## src/rtl/multicycle_control_unit_if.sv

```systemverilog
// Control/datapath bundle for the multi-cycle sequencer.
// Latency: none. The interface holds wires only.
// Backpressure: mem_ready from the memory side stalls the sequencer's memory phases.
// Ports: the master modport belongs to the control unit. It takes mem_rdata, mem_ready and alu_zero,
// and it drives the memory strobes, the mux selects, the ALU function, the RF write and the PC strobes.
// The slave modport is the datapath/memory side of the same signals.
// The trap signal is present only when CTRL_ILLEGAL_TRAP_EN is defined.
interface multicycle_control_unit_if #(
    parameter int unsigned IW = 16
);
    logic [IW-1:0] mem_rdata;
    logic          mem_ready;
    logic          alu_zero;
    logic          mem_req;
    logic          mem_we;
    logic          addr_sel;
    logic [2:0]    sel_a;
    logic [2:0]    sel_b;
    logic [2:0]    wb_sel;
    logic [3:0]    alu_op;
    logic          rf_we;
    logic [2:0]    rf_waddr;
    logic          pc_inc;
    logic          pc_load;
    logic          halted;
`ifdef CTRL_ILLEGAL_TRAP_EN
    logic          trap;
`endif

    modport master (
        input  mem_rdata,
        input  mem_ready,
        input  alu_zero,
        output mem_req,
        output mem_we,
        output addr_sel,
        output sel_a,
        output sel_b,
        output wb_sel,
        output alu_op,
        output rf_we,
        output rf_waddr,
        output pc_inc,
        output pc_load,
        output halted
`ifdef CTRL_ILLEGAL_TRAP_EN
        , output trap
`endif
    );

    modport slave (
        output mem_rdata,
        output mem_ready,
        output alu_zero,
        input  mem_req,
        input  mem_we,
        input  addr_sel,
        input  sel_a,
        input  sel_b,
        input  wb_sel,
        input  alu_op,
        input  rf_we,
        input  rf_waddr,
        input  pc_inc,
        input  pc_load,
        input  halted
`ifdef CTRL_ILLEGAL_TRAP_EN
        , input  trap
`endif
    );
endinterface

```

## src/rtl/multicycle_control_unit.sv

```systemverilog
// Multi-cycle CPU sequencer. It holds the IR and the FETCH/DECODE/EXECUTE/MEMORY/WRITEBACK FSM.
// Latency: with zero wait, NOP/JMP take 2 cycles, LDI/BEQZ 3, ALU/ST 4 and LD 5. Each memory wait cycle adds 1.
// Backpressure: FETCH and MEMORY hold their state and strobes while mem_ready is 0.
// Ports: clk, rst_n (asynchronous, active-low), and bus (multicycle_control_unit_if.master).
// Optional macro CTRL_ILLEGAL_TRAP_EN: undefined opcodes enter a sticky TRAP state with trap = 1.
// Without the macro, undefined opcodes execute as NOP.
// The instruction fields sit in the top 16 bits of the IR, so IW must be at least 16.
module multicycle_control_unit #(
    parameter int unsigned IW     = 16,
    parameter logic [3:0]  NOP_OP = 4'h0
) (
    input  logic                       clk,
    input  logic                       rst_n,
    multicycle_control_unit_if.master  bus
);

    localparam logic [3:0] OP_NOP  = 4'h0;
    localparam logic [3:0] OP_LDI  = 4'h6;
    localparam logic [3:0] OP_LD   = 4'h7;
    localparam logic [3:0] OP_ST   = 4'h8;
    localparam logic [3:0] OP_BEQZ = 4'h9;
    localparam logic [3:0] OP_JMP  = 4'hA;
    localparam logic [3:0] OP_HLT  = 4'hF;

    localparam logic [3:0] ALU_PASS_A = 4'd0;
    localparam logic [3:0] ALU_ADD    = 4'd1;

    typedef enum logic [2:0] {
        S_FETCH,
        S_DECODE,
        S_EXECUTE,
        S_MEMORY,
        S_WRITEBACK,
        S_HALT
`ifdef CTRL_ILLEGAL_TRAP_EN
        , S_TRAP
`endif
    } state_t;

    state_t        state;
    state_t        state_nxt;
    logic [IW-1:0] ir;
    logic [IW-1:0] wb_data;

    logic [15:0] fld;
    logic [3:0]  op;
    logic [2:0]  rd;
    logic [2:0]  ra;
    logic [2:0]  rb;
    logic        is_alu;

    assign fld    = ir[IW-1 -: 16];
    assign op     = fld[15:12];
    assign rd     = fld[11:9];
    assign ra     = fld[8:6];
    assign rb     = fld[5:3];
    assign is_alu = (op >= 4'd1) && (op <= 4'd5);

    // The load data register feeds the write-back path of the surrounding datapath.
    // The low immediate bits are consumed there as well. Neither drives a control output.
    logic unused_bits;
    assign unused_bits = ^{wb_data, ir};

    always_ff @(posedge clk or negedge rst_n) begin
        if (!rst_n) begin
            state   <= S_FETCH;
            ir      <= {NOP_OP, {(IW-4){1'b0}}};
            wb_data <= '0;
        end else begin
            state <= state_nxt;
            if (state == S_FETCH && bus.mem_ready) begin
                ir <= bus.mem_rdata;
            end
            if (state == S_MEMORY && bus.mem_ready && op == OP_LD) begin
                wb_data <= bus.mem_rdata;
            end
        end
    end

    always_comb begin
        state_nxt    = state;
        bus.mem_req  = 1'b0;
        bus.mem_we   = 1'b0;
        bus.addr_sel = 1'b0;
        bus.wb_sel   = 3'd0;
        bus.alu_op   = ALU_PASS_A;
        bus.rf_we    = 1'b0;
        bus.pc_inc   = 1'b0;
        bus.pc_load  = 1'b0;
        bus.halted   = 1'b0;
`ifdef CTRL_ILLEGAL_TRAP_EN
        bus.trap     = 1'b0;
`endif
        // The operand muxes follow the IR everywhere except FETCH.
        // In FETCH the IR is still the previous instruction.
        bus.sel_a    = (state == S_FETCH) ? 3'd0 : ra;
        bus.sel_b    = (state == S_FETCH) ? 3'd0 : rb;
        bus.rf_waddr = rd;

        case (state)
            S_FETCH: begin
                bus.mem_req = 1'b1;
                if (bus.mem_ready) begin
                    bus.pc_inc = 1'b1;
                    state_nxt  = S_DECODE;
                end
            end
            S_DECODE: begin
                if (is_alu || op == OP_LD || op == OP_ST || op == OP_BEQZ) begin
                    state_nxt = S_EXECUTE;
                end else if (op == OP_LDI) begin
                    state_nxt = S_WRITEBACK;
                end else if (op == OP_JMP) begin
                    bus.pc_load = 1'b1;
                    state_nxt   = S_FETCH;
                end else if (op == OP_HLT) begin
                    state_nxt = S_HALT;
                end else if (op == OP_NOP) begin
                    state_nxt = S_FETCH;
                end else begin
`ifdef CTRL_ILLEGAL_TRAP_EN
                    state_nxt = S_TRAP;
`else
                    state_nxt = S_FETCH;
`endif
                end
            end
            S_EXECUTE: begin
                if (is_alu) begin
                    bus.alu_op = op;
                    state_nxt  = S_WRITEBACK;
                end else if (op == OP_LD || op == OP_ST) begin
                    bus.alu_op = ALU_ADD;
                    state_nxt  = S_MEMORY;
                end else begin
                    // BEQZ is the only other opcode that can arrive here.
                    bus.alu_op  = ALU_PASS_A;
                    bus.pc_load = (op == OP_BEQZ) && bus.alu_zero;
                    state_nxt   = S_FETCH;
                end
            end
            S_MEMORY: begin
                // Keep the address add alive so the ALU result stays on the address bus during wait states.
                bus.alu_op   = ALU_ADD;
                bus.mem_req  = 1'b1;
                bus.addr_sel = 1'b1;
                bus.mem_we   = (op == OP_ST);
                if (bus.mem_ready) begin
                    state_nxt = (op == OP_ST) ? S_FETCH : S_WRITEBACK;
                end
            end
            S_WRITEBACK: begin
                bus.rf_we = 1'b1;
                if (op == OP_LDI) begin
                    bus.wb_sel = 3'd1;
                end else if (op == OP_LD) begin
                    bus.wb_sel = 3'd2;
                end
                // Present the same ALU function that EXECUTE used, so the result stays stable.
                if (is_alu) begin
                    bus.alu_op = op;
                end else if (op == OP_LD) begin
                    bus.alu_op = ALU_ADD;
                end
                state_nxt = S_FETCH;
            end
            S_HALT: begin
                bus.halted = 1'b1;
            end
`ifdef CTRL_ILLEGAL_TRAP_EN
            S_TRAP: begin
                bus.trap = 1'b1;
            end
`endif
            default: begin
                state_nxt = S_FETCH;
            end
        endcase
    end

endmodule

```

## src/flat_wrapper.sv

```systemverilog
// flat-port wrapper written by rule: the top's interface ports become plain ports
module multicycle_control_unit_flat 
#(
    parameter int unsigned IW     = 16,
    parameter logic [3:0]  NOP_OP = 4'h0
)
  (clk, rst_n, bus_mem_rdata, bus_mem_ready, bus_alu_zero, bus_mem_req, bus_mem_we, bus_addr_sel, bus_sel_a, bus_sel_b, bus_wb_sel, bus_alu_op, bus_rf_we, bus_rf_waddr, bus_pc_inc, bus_pc_load, bus_halted);
  multicycle_control_unit_if #(.IW(IW)) bus_i ();
  input  logic clk;
  input  logic rst_n;
  input wire logic [$bits(bus_i.mem_rdata)-1:0] bus_mem_rdata;
  input wire logic [$bits(bus_i.mem_ready)-1:0] bus_mem_ready;
  input wire logic [$bits(bus_i.alu_zero)-1:0] bus_alu_zero;
  output wire logic [$bits(bus_i.mem_req)-1:0] bus_mem_req;
  output wire logic [$bits(bus_i.mem_we)-1:0] bus_mem_we;
  output wire logic [$bits(bus_i.addr_sel)-1:0] bus_addr_sel;
  output wire logic [$bits(bus_i.sel_a)-1:0] bus_sel_a;
  output wire logic [$bits(bus_i.sel_b)-1:0] bus_sel_b;
  output wire logic [$bits(bus_i.wb_sel)-1:0] bus_wb_sel;
  output wire logic [$bits(bus_i.alu_op)-1:0] bus_alu_op;
  output wire logic [$bits(bus_i.rf_we)-1:0] bus_rf_we;
  output wire logic [$bits(bus_i.rf_waddr)-1:0] bus_rf_waddr;
  output wire logic [$bits(bus_i.pc_inc)-1:0] bus_pc_inc;
  output wire logic [$bits(bus_i.pc_load)-1:0] bus_pc_load;
  output wire logic [$bits(bus_i.halted)-1:0] bus_halted;
  assign bus_i.mem_rdata = bus_mem_rdata;
  assign bus_i.mem_ready = bus_mem_ready;
  assign bus_i.alu_zero = bus_alu_zero;
  assign bus_mem_req = bus_i.mem_req;
  assign bus_mem_we = bus_i.mem_we;
  assign bus_addr_sel = bus_i.addr_sel;
  assign bus_sel_a = bus_i.sel_a;
  assign bus_sel_b = bus_i.sel_b;
  assign bus_wb_sel = bus_i.wb_sel;
  assign bus_alu_op = bus_i.alu_op;
  assign bus_rf_we = bus_i.rf_we;
  assign bus_rf_waddr = bus_i.rf_waddr;
  assign bus_pc_inc = bus_i.pc_inc;
  assign bus_pc_load = bus_i.pc_load;
  assign bus_halted = bus_i.halted;
  multicycle_control_unit #(.IW(IW), .NOP_OP(NOP_OP)) u_core (.clk(clk), .rst_n(rst_n), .bus(bus_i));
endmodule
```

## config.mk

```make
export PLATFORM = sky130hd
export DESIGN_NAME = multicycle_control_unit_flat
export DESIGN_NICKNAME = d
export VERILOG_FILES = /design/src/rtl/multicycle_control_unit_if.sv /design/src/rtl/multicycle_control_unit.sv /design/src/flat_wrapper.sv
export SDC_FILE = /design/constraint.sdc
export NUM_CORES = 1
export LEC_CHECK = 0
export ABC_AREA = 1
export BUFFER_PORTS_ARGS = -buffer_cell sky130_fd_sc_hd__clkbuf_2
export CELL_PAD_IN_SITES_DETAIL_PLACEMENT = 1
export CELL_PAD_IN_SITES_GLOBAL_PLACEMENT = 2
export CORE_ASPECT_RATIO = 1.4
export CORE_MARGIN = 10
export CORE_UTILIZATION = 24
export DETAILED_ROUTE_END_ITERATION = 6
export PLACE_DENSITY = 0.79
export REMOVE_ABC_BUFFERS = 1
export SLEW_MARGIN = 20
export SYNTH_ARGS = -nofsm -noshare
export SYNTH_HDL_FRONTEND = slang
export SYNTH_SLANG_ARGS = --single-unit
```

## constraint.sdc

```tcl
create_clock -name clk -period 1.3 [get_ports clk]
set_input_delay 0.065 -clock clk [delete_from_list [all_inputs] [get_ports clk]]
set_output_delay 0.065 -clock clk [all_outputs]
set_load 0.01 [all_outputs]
```

Word-level counts from Yosys, hierarchy flattened
Cells that the tools add are included.
{ "classes": {"n_addsub": 0, "multipliers": 0, "n_div": 0, "n_lt_le_gt_ge": 2, "n_eq_ne": 13, "shifts": 0, "n_mux": 33, "bitwise_logic": 1, "n_reduce_logical": 10} }
{ "op_table": {"columns": ["op", "count"], "rows": [
  ["3-bit two-way mux", 12],
  ["4-bit equality test, second input constant", 4],
  ["3-bit case mux with 5 select lines", 1],
  ["1-bit two-way mux", 14],
  ["4-bit case mux with 3 select lines", 1],
  ["4-bit by 3-bit equality test with 1-bit output, second input constant", 2],
  ["4-bit two-way mux", 2],
  ["3-bit by 2-bit equality test with 1-bit output, second input constant", 2],
  ["3-bit equality test, second input constant", 2],
  ["4-bit by 1-bit >= comparator with 1-bit output, second input constant", 1],
  ["4-bit by 3-bit <= comparator with 1-bit output, second input constant", 1],
  ["1-bit logical OR", 4],
  ["2-bit two-way mux", 2],
  ["2-bit inequality test, second input constant", 2],
  ["3-bit by 1-bit equality test with 1-bit output, second input constant", 1],
  ["1-bit logical AND", 3],
  ["3-bit logical NOT", 1],
  ["3-bit AND reduction", 1],
  ["1-bit case mux with 2 select lines", 1],
  ["2-bit OR reduction", 1],
  ["1-bit inverter", 1]
]} }
{ "word_totals": {"ff_bits": 19, "latchBits": 0, "mem_bits_rw": 0, "rom_bits": 0, "input_bits": 20, "out_inout_bits": 23, "word_cells": 61, "memories": 0} }

Depth between registers and ports, before layout
{ "depth": {"ltp_word": 7, "ltp_mapped": 9, "mapped_depth_nobuf": 9} }

Worst setup path before layout
OpenSTA, ideal clock, no wires.
{ "synth_timing": {"kind": "register to register", "start": "reg u_core.state[1]", "end": "reg u_core.ir[13] (netlist: u_core.fld[13])", "setup_ps": 119, "arrival_ps": 1012, "required_ps": 1181, "setup_slack_ps": 169, "stages_incl_launch_ff": 8, "n_path_buf": 1, "synth_period_minus_slack_ps": 1131, "path_cell_list": "dfrtp_1 nor2_2 nand2_2 inv_4 nand2_4 inv_6 buf_12 o21ai_2"} }
{ "synth_between": {"elab_chain_cells": 2} }
{ "synth_rtl": {"columns": ["item", "line_no", "text"], "rows": [
  ["start: declaration", "multicycle_control_unit.sv:40", "state_t state;"],
  ["start signal: assignment", "multicycle_control_unit.sv:70", "state <= state_nxt;"],
  ["3-bit logical NOT", "multicycle_control_unit.sv:71", "if (state == S_FETCH && bus.mem_ready) begin"],
  ["1-bit logical AND", "multicycle_control_unit.sv:71", null],
  ["end signal: assignment", "multicycle_control_unit.sv:67", "ir <= {NOP_OP, {(IW-4){1'b0}}};"],
  ["end signal: assignment", "multicycle_control_unit.sv:72", "ir <= bus.mem_rdata;"],
  ["end: declaration", "multicycle_control_unit.sv:42", "logic [IW-1:0] ir;"]
]} }
No other way between the ends.
A chain may end at the register's enable or synchronous reset.

Final worst setup path
{ "layout_timing": {"start": "reg u_core.state[2]", "end": "out bus_alu_op[0]"} }
{ "layout_between": {"elab_chain_cells": 2, "word_cells_on_any_way": 4, "cone_classes": "eq/ne (3); mux (1)"} }
{ "layout_rtl": {"columns": ["item", "line_no", "text"], "rows": [
  ["3-bit equality test, or another cell as far along", "multicycle_control_unit.sv:100", "case (state)"],
  ["4-bit case mux with 3 select lines (*)", "multicycle_control_unit.sv:100", null],
  ["end: declaration", "flat_wrapper.sv:20", "output wire logic [$bits(bus_i.alu_op)-1:0] bus_alu_op;"]
]} }
Every way passes the cells marked *; elsewhere a longest branch is shown, timed or not.

==> reports/results.env <==
CTS_INSERTED_BUFFERS=3
SYNTH_AREA_LEADERS='sky130_fd_sc_hd__dfrtp_1 (39%), sky130_fd_sc_hd__nand2_1 (16%), sky130_fd_sc_hd__inv_1 (8.7%)'
FLOORPLAN.ROWS=28
VDD_DROP_MAX_mV=0.877
SYNTH_EDF_COUNT=0
ANT_NETS=0
POSTLAYOUTSETUPSLACKWORST_NS=-0.122
CRIT_ARRIVAL_NS=1.36
CLK-INSERTION-DELAY-LATE_NS=0.25
GRT_START_MAX_NET_PINS=17
PWR-SHARE-CLK_PCT=11.0
IOS=43
DETAIL_ROUTE.ITER0.VIOLATIONS=23
FINALCRITICALPERIOD_NS=1.42
SYNTH_AREA_LEADER_CELL='sky130_fd_sc_hd__dfrtp_1'
FLOORPLAN.INITIALDENSITY_PCT=24.6
CTS_NUM_SINKS=16
POST-SYNTH-TOP-COUNT-CELL='sky130_fd_sc_hd__nand2_1'
TIMING.CRITICAL_PATH.FROM_TYPE='flip-flop'
DIE_HEIGHT_UM=97.6
SYNTHDOMINANTCELLAREASHARE_PCT=38.8
SETUP-VIOLATIONS-FINAL=16
MAX_STAGE_DELAY_NS=0.42
MIN_PATH_TYPE='in -> reg'
HOLD_WS_NS=0.0133
MAPPED_CELLS=145
FIRST_PASS_GRT_WIRE_LENGTH_UM=5330
FINAL-INSTANCE-COUNT-EXCL-FILL=247
YOSYS.CELL_TYPES.COUNT=18
RUN_STATUS='finished with violations'
CELL_INTERNAL_PWR_mW=2.16
SETUP.WORST_PATH.END_CLASS='primary output'
PLACE.DETAILED.HPWL_UM=2420
ROUTEDWLPERCELL_UM=13.8
LAYOUT.NETS=223
CORE_AREA_SQ_UM=4200
CRITICAL_PATH_CLASS='reg -> out'
AREA_GROWTH_SYN_TO_LAYOUT_PCT=67.6
P_SEQ_SHARE_PCT=23.2
FINAL_LAYOUT_SIZE_SUFFIX_GT1_SHARE_PCT=63.9
POWER.STATIC_LEAKAGE_nW=0.905
SYNTHESIS.AREA_PER_INSTANCE_SQ_UM=7.12
POST-ROUTE-PERIOD-UTIL_PCT=109
R2R_SLACK_NS=0.01
CRITICAL_PATH.CELL_CHAIN='buf_4, nand2_2, nand2_2, buf_4, a21oi_2, inv_1, clkbuf_2'
NUMBER_OF_ANTENNA_REPAIR_DIODES=0
DIE-WIDTH_UM=75.4
FAILED_CHECKS='negative setup slack'
OVERFLOW=0
YOSYSSEQAREASHARE_PCT=38.8
CRITICAL_PATH.SLOWEST_CELL='sky130_fd_sc_hd__dfrtp_1'
POST_SYNTH_INSTANCE_AREA_SQ_UM=1030
GRT_ANTENNA_BEFORE_REPAIR=0
SWITCHINGPOWER_mW=1.84
TIMING.FINAL.HOLD_VIOLATIONS=0
WORST_EP_REQUIRED_TIME_NS=1.24
NUMBER_OF_GLOBAL_ROUTE_VIAS_BEFORE_REPAIR=1165
SYNTHARSTFLOPSHARE_PCT=100
IO_BUFFERS=37
GRT.TOTAL_USAGE_PCT=9.23
P_SW_SHARE_PCT=45.9
DRT-PASS1-ITER-COUNT=4
FINAL_NUMBER_OF_MAX_TRANSITION_VIOLATIONS=0
CRITICAL_PATH_PEAK_FANOUT=4
CTS_BUFFER_DEPTH=2
CTS_TREE='done'
DIE_AREA_SQ_UM=7360
DRV.MAX_CAP_VIOLATION_COUNT=0
GP_ROUTABILITY_CONGESTION=0.775
FMAXACHIEVABLE_MHz=703
SKEW_NS=0.00291
SHARE_COMB_OF_TOTAL_POWER_PCT=65.8
DOMINANTREGCELLSYNTH='sky130_fd_sc_hd__dfrtp_1'
CLK_TRANSITION_REPORTED_PATHS_NS=0.07
VIA_COUNT=1086
SYNTH.FF_LATCH_COUNT=16
YS_WARN_COUNT=0
GRT_SETUP_UNREPAIRED='true'
DRC=0
POST_SYNTH_MOST_FREQUENT_CELLS='sky130_fd_sc_hd__nand2_1 (45), sky130_fd_sc_hd__inv_1 (24), sky130_fd_sc_hd__nor2_1 (18)'
P_PER_AREA_nW_PER_UM2=2310
ROUTE.DETAILED.VIAS_PER_INST=4.40
ROUTE.FINAL.WIRE_LENGTH_UM=3420
CLK_ROOT_BUFFER_CELL='sky130_fd_sc_hd__clkbuf_8'
NUMPLACEDINSTANCES=225
CTS_MAX_LEVEL=1
## logic make-up (layout without fill, tap and decap cells)
family | after synthesis | count (layout) | synth area share (%)
AND/OR/NAND/NOR | 79 | 79 | 31.8
buffers and inverters | 33 | 89 | 17.7
AO/OA/AOI/OAI | 16 | 16 | 11.4
flip-flops | 16 | 16 | 38.8
other | 1 | 2 | 0.363
## through the flow
stage                     setup slack (ns)  area [sq um]  setup TNS (ns)  util (%)  power (mW)
after floorplan                      0.170           958               0         -        1.92
after global placement              0.0247          1230               0      29.3        2.51
after detailed placement            0.0126          1230               0      29.3        2.53
after CTS                           -0.112          1490           -1.48      35.5        3.48
after global routing                -0.203          1730           -2.92      41.2        4.34
final                               -0.122          1730           -1.38      41.2        4.00
## timing repair
item | in CTS | in global routing
endpoints found under the setup margin | 16 | 32
pin swaps | 7 | 4
gates cloned | 1 | 2
gates resized for setup | 35 | 65
hold buffers | 1 | 0
buffers inserted | 11 | 3
hold endpoints to repair | 16 | 0
## final timing paths
path | start | endpoint | cells after the start
max | u_core.state[2]$_DFFE_PN0P_ | bus_alu_op[0] | 7
min | bus_mem_rdata[9] | u_core.fld[9]$_DFFE_PN0P_ | 3
max reg2reg | u_core.state[1]$_DFFE_PN0P_ | u_core.fld[4]$_DFFE_PN0P_ | 8
min reg2reg | u_core.fld[11]$_DFFE_PN0P_ | u_core.fld[11]$_DFFE_PN0P_ | 2
max in group asynchronous | rst_n | u_core.fld[13]$_DFFE_PN0P_ | 2
min in group asynchronous | rst_n | u_core.state[2]$_DFFE_PN0P_ | 2
## registers in the layout, summed over array words and instances (netlist names)
name	flops
u_core.fld	13
u_core.state	3
## routing by layer
layer | routed length, um | vias to the layer above | global-route usage [%]
li1 | - | 545 | -
met1 | 1200 | 516 | 9.22
met2 | 1960 | 23 | 17.1
met3 | 210 | 2 | 1.64
met4 | 42 | 0 | 4.30
met5 | 0 | - | 0
## critical path: cells and delay by family (launching register included)
family,cells,cell delay [ns]
simple gates,2,0.12
buf+inv,4,0.45
flops,1,0.42
compound gates,1,0.12
## placed cells by master, fill, tap and decap left out, types with 2 or more instances in the layout
cell                       synthesis  layout
sky130_fd_sc_hd__nand2_4           1       2
sky130_fd_sc_hd__nor2_1           18       7
sky130_fd_sc_hd__nor2_4            0       7
sky130_fd_sc_hd__nor2_2            1       5
sky130_fd_sc_hd__conb_1            1       2
sky130_fd_sc_hd__o21ai_2          10      12
sky130_fd_sc_hd__clkinv_8          0       2
sky130_fd_sc_hd__clkbuf_8          0       4
sky130_fd_sc_hd__inv_2             0       3
sky130_fd_sc_hd__buf_4             5      14
sky130_fd_sc_hd__inv_4             1       3
sky130_fd_sc_hd__buf_6             0       7
sky130_fd_sc_hd__nand3_1           7       5
sky130_fd_sc_hd__nand2_2           2      21
sky130_fd_sc_hd__buf_8             0       2
sky130_fd_sc_hd__dfrtp_2           0       4
sky130_fd_sc_hd__buf_2             0       8
sky130_fd_sc_hd__a21oi_1           4       2
sky130_fd_sc_hd__nand2_1          45      24
sky130_fd_sc_hd__a21oi_2           0       2
sky130_fd_sc_hd__inv_1            24      19
sky130_fd_sc_hd__clkbuf_2          0      23
sky130_fd_sc_hd__dfrtp_1          16      12
sky130_fd_sc_hd__nor3_2            0       4
## power by group through the flow
stage          clock, mW  combinational, mW  sequential, mW
3_5_place_dp           0               1.63           0.900
2_1_floorplan          0               1.04           0.885
6_report           0.440               2.63           0.928
5_1_grt            0.481               2.90           0.960
3_3_place_gp           0               1.62           0.892
4_1_cts            0.463               2.12           0.897
## area by class of cell
type | instances | area, sq um
repair inverters | 2 | 32.5
multi-input cells | 97 | 639
clock buffers | 4 | 55.1
well taps | 45 | 56.3
inverters | 26 | 118
flip-flops and latches | 16 | 405
fillers | 507 | 2470
repair buffers | 57 | 424
No activity file was read; power rests on OpenSTA's default activity.
